<file path="src/rtl/wb_arbiter_pkg.sv">
// Shared writeback-arbiter types: priority state, ROB index width, widths and payload record.
package wb_arbiter_pkg;

    localparam int ROB_IDX_W    = 4;
    localparam int REG_ADDR_W   = 5;
    localparam int DATA_W       = 32;
    localparam int STARVE_CNT_W = 4;

    typedef enum logic {
        MEM_PRIO = 1'b0,
        MUL_PRIO = 1'b1
    } prio_state_e;

    typedef struct packed {
        logic [REG_ADDR_W-1:0] rd;
        logic [DATA_W-1:0]     data;
        logic                  we;
        logic [ROB_IDX_W-1:0]  rob_idx;
    } wb_payload_t;

    // Register x0 is hardwired to zero, so a write to it is suppressed.
    function automatic logic writes_reg(input logic we, input logic [REG_ADDR_W-1:0] rd);
        return we && (rd != '0);
    endfunction

endpackage

</file>
<file path="src/rtl/wb_prio_fsm.sv">
// Priority/starvation FSM: MEM normally wins, MUL is boosted after STARVE_LIMIT denied cycles.
module wb_prio_fsm
    import wb_arbiter_pkg::*;
#(
    parameter int STARVE_LIMIT = 3
) (
    input  logic clk,
    input  logic reset_n,
    input  logic flush,
    input  logic mem_valid,
    input  logic mul_valid,
    output logic mem_ready,
    output logic mul_ready
);

    prio_state_e             state;
    logic [STARVE_CNT_W-1:0] starve_cnt;
    logic [STARVE_CNT_W-1:0] cnt_next;
    logic                    mul_hs;

    always_comb begin
        // NOTE: every output gets a default first, so no path can leave it unassigned and infer a latch.
        mem_ready = 1'b0;
        mul_ready = 1'b0;
        if (!flush) begin
            if (state == MUL_PRIO) begin
                mul_ready = mul_valid;
                mem_ready = mem_valid & ~mul_valid;
            end else begin
                mem_ready = mem_valid;
                mul_ready = mul_valid & ~mem_valid;
            end
        end
    end

    assign mul_hs = mul_valid & mul_ready;

    always_comb begin
        cnt_next = '0;
        if (!flush && mul_valid && !mul_ready) begin
            cnt_next = (starve_cnt == STARVE_CNT_W'(STARVE_LIMIT)) ? starve_cnt
                                                                   : starve_cnt + 1'b1;
        end
    end

    always_ff @(posedge clk or negedge reset_n) begin
        // NOTE: non-blocking assignments, so every register samples pre-edge values regardless of order.
        if (!reset_n) begin
            state      <= MEM_PRIO;
            starve_cnt <= '0;
        end else begin
            starve_cnt <= cnt_next;
            if (flush) begin
                state <= MEM_PRIO;
            end else begin
                case (state)
                    MEM_PRIO: if (cnt_next == STARVE_CNT_W'(STARVE_LIMIT)) state <= MUL_PRIO;
                    MUL_PRIO: if (mul_hs || !mul_valid) state <= MEM_PRIO;
                    default:  state <= MEM_PRIO;
                endcase
            end
        end
    end

endmodule

</file>
<file path="src/rtl/wb_arbiter.sv">
// Two-source writeback arbiter (MEM vs. multiplier) with a one-cycle registered write/complete port.
// Optional macro WB_ARBITER_PERF_EN adds the perf_conflicts counter output.
module wb_arbiter
    import wb_arbiter_pkg::*;
#(
    parameter int STARVE_LIMIT = 3,
    parameter int ROB_IDX_W    = wb_arbiter_pkg::ROB_IDX_W
) (
    input  logic                  clk,
    input  logic                  reset_n,
    input  logic                  flush,
    input  logic                  mem_valid,
    output logic                  mem_ready,
    input  logic [REG_ADDR_W-1:0] mem_rd,
    input  logic [DATA_W-1:0]     mem_data,
    input  logic                  mem_we,
    input  logic [ROB_IDX_W-1:0]  mem_rob_idx,
    input  logic                  mul_valid,
    output logic                  mul_ready,
    input  logic [REG_ADDR_W-1:0] mul_rd,
    input  logic [DATA_W-1:0]     mul_data,
    input  logic [ROB_IDX_W-1:0]  mul_rob_idx,
    output logic [REG_ADDR_W-1:0] out_rd,
    output logic [DATA_W-1:0]     out_data,
    output logic                  out_write_enable,
    output logic                  out_complete,
    output logic [ROB_IDX_W-1:0]  out_complete_idx
`ifdef WB_ARBITER_PERF_EN
    ,
    output logic [31:0]           perf_conflicts
`endif
);

    logic mem_grant;
    logic mul_grant;

    wb_prio_fsm #(
        .STARVE_LIMIT(STARVE_LIMIT)
    ) u_fsm (
        .clk      (clk),
        .reset_n  (reset_n),
        .flush    (flush),
        .mem_valid(mem_valid),
        .mul_valid(mul_valid),
        .mem_ready(mem_ready),
        .mul_ready(mul_ready)
    );

    assign mem_grant = mem_valid & mem_ready;
    assign mul_grant = mul_valid & mul_ready;

    // Flush forces both readys low, so a flushed cycle takes the no-grant branch.
    always_ff @(posedge clk or negedge reset_n) begin
        if (!reset_n) begin
            out_rd           <= '0;
            out_data         <= '0;
            out_write_enable <= 1'b0;
            out_complete     <= 1'b0;
            out_complete_idx <= '0;
        end else if (mem_grant) begin
            out_rd           <= mem_rd;
            out_data         <= mem_data;
            out_write_enable <= writes_reg(mem_we, mem_rd);
            out_complete     <= 1'b1;
            out_complete_idx <= mem_rob_idx;
        end else if (mul_grant) begin
            out_rd           <= mul_rd;
            out_data         <= mul_data;
            out_write_enable <= writes_reg(1'b1, mul_rd);
            out_complete     <= 1'b1;
            out_complete_idx <= mul_rob_idx;
        end else begin
            out_write_enable <= 1'b0;
            out_complete     <= 1'b0;
        end
    end

`ifdef WB_ARBITER_PERF_EN
    always_ff @(posedge clk or negedge reset_n) begin
        if (!reset_n) begin
            perf_conflicts <= '0;
        end else if (mem_valid && mul_valid && !flush) begin
            perf_conflicts <= perf_conflicts + 32'd1;
        end
    end
`endif

endmodule

</file>
<file path="config.mk">
export PLATFORM = sky130hd
export DESIGN_NAME = wb_arbiter
export DESIGN_NICKNAME = d
export VERILOG_FILES = /design/src/rtl/wb_arbiter_pkg.sv /design/src/rtl/wb_prio_fsm.sv /design/src/rtl/wb_arbiter.sv
export SDC_FILE = /design/constraint.sdc
export NUM_CORES = 1
export LEC_CHECK = 0
export BUFFER_PORTS_ARGS = -buffer_cell sky130_fd_sc_hd__clkbuf_2
export CORE_AREA = 10 10 81 83
export DETAILED_ROUTE_END_ITERATION = 6
export DIE_AREA = 0 0 91 93
export GPL_TIMING_DRIVEN = 0
export PLACE_DENSITY = 0.83
export SETUP_SLACK_MARGIN = 0.1
export SYNTH_ARGS = -nofsm -noshare
export SYNTH_HDL_FRONTEND = slang
export SYNTH_HIERARCHICAL = 1
export SYNTH_SLANG_ARGS = --single-unit
</file>
<file path="constraint.sdc">
create_clock -name clk -period 3.9 [get_ports clk]
set_clock_uncertainty 0.1 [all_clocks]
set_input_delay 0.39 -clock clk [delete_from_list [all_inputs] [get_ports clk]]
set_output_delay 0.39 -clock clk [all_outputs]
set_load 0.05 [all_outputs]
</file>
# == Word level (Yosys, flattened, before mapping) ==
# Cells that the tools add are included.
# op_classes
addsub,1
eq_ne,2
muxes,20
n_bitwise,7
reduce_logical,10
# ops
cell,n
2-to-1 mux 32 bit,2
2-to-1 mux 4 bit,4
2-to-1 mux 1 bit,11
2-to-1 mux 5 bit,2
nonzero test 5 bit,2
"== test 4 x 2 -> 1 bit, second input constant",2
"adder 4 x 1 -> 4 bit, second input constant",1
AND 1 bit,4
logical AND 1 bit,3
logical NOT 1 bit,3
inverter 1 bit,3
one-hot mux 1 bit (2 select lines),1
nonzero test 2 bit,1
logical OR 1 bit,1
# totals
register_bits,48
inputBits,88
out_inout_bits,45
word_cells,47

# == Depth between registers and ports, before layout ==
# depth
word_depth,11
mapped_depth,7
ltp_nobuf,5

# == By module ==
# The synthesis kept the hierarchy.
# by_module_without_submodules
module,instances,cells_each,area_each_um2,seq_area_each_um2
wb_arbiter,1,188,1989.4,1076.0
wb_prio_fsm,1,26,270.3,125.1

# == Worst setup path after synthesis ==
# OpenSTA, ideal clock, no wires.
# synth_timing
kind,input port to flip-flop
startpoint,in mem_valid
endpoint,reg out_rd[0]
setup_ns,0.126
t_arrival_ns,2.787
required_time_ns,3.674
setup_slack_ns,0.887
path_stages,5
n_path_buf,0
cell_sequence,nor2b_1 nor3b_1 nand2_1 mux2i_1 a21oi_1
# synth_via
elab_chain_len,6
elab_cells_between_ends,11
cone_classes,mux: 5; bitwise: 5; reduce/logical: 1
# synth_lines
element,line_no,rtl
from (decl),wb_arbiter.sv:12,"input logic mem_valid,"
inverter 1 bit,wb_prio_fsm.sv:31,mul_ready = mul_valid & ~mem_valid;
AND 1 bit,wb_prio_fsm.sv:31,
2-to-1 mux 1 bit,wb_prio_fsm.sv:26,if (state == MUL_PRIO) begin
2-to-1 mux 1 bit,wb_prio_fsm.sv:25,if (!flush) begin
net mul_ready,wb_arbiter.sv:19,"output logic mul_ready,"
AND 1 bit,wb_arbiter.sv:50,assign mul_grant = mul_valid & mul_ready;
nonzero test 2 bit (no line),-,
to (signal assigned),wb_arbiter.sv:61,out_rd <= mem_rd;
to (signal assigned),wb_arbiter.sv:67,out_rd <= mul_rd;
to (decl),wb_arbiter.sv:23,"output logic [REG_ADDR_W-1:0] out_rd,"
# The timed path passes the listed nets, and every way through them passes these cells.
# A chain may end at the register's enable or synchronous reset.

# == Worst setup path after layout ==
# layout_timing
startpoint,reg u_fsm.state
endpoint,out mul_ready
# layout_via
elab_chain_len,2
# layout_lines
element,line_no,rtl
from (decl),wb_prio_fsm.sv:16,prio_state_e state;
from (signal assigned),wb_prio_fsm.sv:49,state <= MEM_PRIO;
from (signal assigned),wb_prio_fsm.sv:54,state <= MEM_PRIO;
from (signal assigned),wb_prio_fsm.sv:57,MEM_PRIO: if (cnt_next == STARVE_CNT_W'(STARVE_LIMIT)) state <= MUL_PRIO;
2-to-1 mux 1 bit,wb_prio_fsm.sv:26,
2-to-1 mux 1 bit,wb_prio_fsm.sv:25,
to (decl),wb_arbiter.sv:19,
# No other way between the ends.

==> impl_metrics.yaml <==
clocking:
  cts_max_path_buffers: 2
  htree_levels: 2
  cts_hold_buf: 0
  cts_tree: "done"
  cts_resized: 0
  clk_latency_ns: 0.29
  numCtsBuffers: 5
  post_cts_buffers: 0
  cts-root-buf: "clkbuf_8"
  clk_pin_slew_ns: 0.09
  cts_sinks: 48
critical_path:
  reg2reg_to: "out_data[20]"
  crit_buf_inv: 1
  cp_max_fo: 4
  ff2ff_path_depth: 6
  crit_path_cell_trace: "nor2b_1 -> nor3b_1 -> clkbuf_2"
  r2r_setup_slack_ns: 1.95
  slowest_stage: "nor3b_1"
  crit_arrival_ns: 1.63
  required_ns: 3.41
  crit_path_max_incr_delay_ns: 0.54
  start_kind: "flip-flop"
  cp-startpoint: "u_fsm/state"
  critPathCaptureType: "output pin"
  r2r-start: "u_fsm/state"
  crit_type: "flip-flop to output pin"
  crit_end: "mul_ready"
  path_delay_family: "simple AND/OR/NAND/NOR gates"
  cp.depth: 3
placed_design:
  gp_congestion: 0.745
  dpl-instance-area_um2: 3010
  dp_cells: 416
  place_hpwl_um: 5240
  port_buffers: 132
  preCtsSetupSlack_ns: 1.74
drt:
  wl_per_cell_um: 14.8
  drc_errors: 0
  vias: 2027
  first_pass_iters: 3
  drt_iter0_markers: 65
  ant_nets: 0
  drt_wl_total_um: 6290
  viasPerCell: 4.78
pwr:
  ir_drop_mv: 0.259
  seqPwrFrac: 0.416
  p_total_mw: 1.49
  pwr-share-clk: 0.199
  switchingPower_mw: 0.629
  combPwrFrac: 0.385
  intPower_mw: 0.866
  p_leak_nw: 1.88
  power.density_nw_per_um2: 482
  switching_share: 0.421
sta:
  setup_viol: 0
  max-slew-margin-rel: 0.218
  post-route-min-period_ns: 2.12
  setup_ws_ns: 1.78
  slew_viol_final: 0
  tns_ns: 0
  fmax_mhz: 471
  hold_slack_ns: 0.214
  worst_pin_slew_ns: 1.17
  fin_crit_sh: 0.544
  rsz0062_at_grt: "no"
  final_hold_viol_count: 0
synth:
  syn_inst: 214
  yosysSeqAreaShare: 0.532
  syn_area_per_cell_um2: 10.6
  synth_cell_types: 27
  yosysWarnings: 6
  syn-num-nets: 303
  synth_top_cell_by_area: "dfrtp_1"
  netlist_area_um2: 2260
  synth.area.top_cells: "dfrtp_1, mux2i_1, nand2_1"
  postSynthRegisterBits: 48
  netlist.area_leader.share: 0.532
floorplan:
  initial_core_util: 0.451
  die_w_um: 91
  core-area_um2: 5010
  rows: 26
  die_h_um: 93
  boundaryPins: 133
  dieArea_um2: 8460
final_layout:
  layout.cells.non_filler: 424
  layout_commonest_cell: "clkbuf_2"
  final.fill_count: 463
  post-route-util: 0.618
  final_area_um2: 3100
  antenna_cells: 0
  nNetsFinal: 442
  drive_above_1_share: 0.427
  mostFrequentLayoutCells: "clkbuf_2, dfrtp_1, mux2i_1"
  area_growth_pct: 37.1
global_routing:
  grt_pass1_vias: 2191
  grt_pass1_wl_um: 10300
  gr-usage-all-layers: 0.147
  antenna_found_initial: 0
  grt_max_degree: 49
  grt_overflow_total: 0
run:
  cap_violations: 0
status:
  outcome: "complete, no violations"
worst_hold_path:
  hp-class: "input port to asynchronous set/reset pin"
[final cells by class]
class / count / area, um2 / share of cell area
Sequential cell: 48 / 1200 / 0.388
Multi-Input combinational cell: 152 / 975 / 0.315
Tap cell: 70 / 87.6 / 0.0283
Clock buffer: 8 / 90.1 / 0.0291
Inverter: 2 / 7.51 / 0.00242
Timing Repair Buffer: 132 / 661 / 0.213
Buffer: 12 / 76.3 / 0.0246
[sequential cells by signal, indices dropped and copies added (netlist names)]
signal / cells
out_complete: 1
out_complete_idx: 4
out_data: 32
out_rd: 5
out_write_enable: 1
u_fsm/starve_cnt: 4
u_fsm/state: 1
[power groups by stage]
| stage | Sequential, mW | Clock (mW) | Combinational [mW] |
|---|---|---|---|
| floorplan | 0.922 | 0 | 0.110 |
| global placement | 0.627 | 0 | 0.575 |
| detailed placement | 0.632 | 0 | 0.584 |
| CTS | 0.622 | 0.309 | 0.584 |
| global route | 0.636 | 0.325 | 0.611 |
| finish | 0.622 | 0.298 | 0.575 |
[how the worst min path moves through the flow]
stage               depth (start not counted)  slack, ns      endpoint
floorplan                                   0     -0.006  out_complete
global placement                            2       0.36   out_data[7]
detailed placement                          2       0.37  out_data[31]
CTS                                         3       0.25     out_rd[3]
global route                                3       0.26  out_data[18]
finish                                      1       0.21  out_data[25]
[synthesized netlist by cell type]
cell type	n
buf_2	5
o21ai_0	26
a211oi_1	1
clkbuf_2	2
clkbuf_1	1
nand3b_1	2
xor2_1	3
a21oi_1	7
or4_1	2
ha_1	1
nor2_1	9
a22oi_4	1
nor3b_2	1
nor4_1	1
mux2i_1	42
nand2_1	38
inv_1	2
nor3b_1	1
nand2b_1	1
dfrtp_1	48
nor3_1	1
buf_6	2
nor2b_1	1
buf_4	2
nand3_1	2
o22ai_1	1
o21ai_1	11
[logic make-up after synthesis]
| kind of cell | count (synthesis) | share of synthesized area |
|---|---|---|
| adder cells (fa/ha/maj) | 1 | 0.00554 |
| buffers and inverters | 14 | 0.0371 |
| multiplexers | 42 | 0.186 |
| AO/OA/AOI/OAI | 47 | 0.113 |
| flip-flops | 48 | 0.532 |
| XOR/XNOR | 3 | 0.0116 |
| AND/OR/NAND/NOR | 59 | 0.115 |
[layer usage]
layer / vias to the layer above / global-route usage / share of wire
met5: - / 0 / 0
met4: 0 / 0.0444 / 0.012
met3: 8 / 0.0647 / 0.090
met2: 77 / 0.248 / 0.49
met1: 924 / 0.164 / 0.41
li1: 1018 / - / -
No activity file was read; power rests on OpenSTA's default activity.
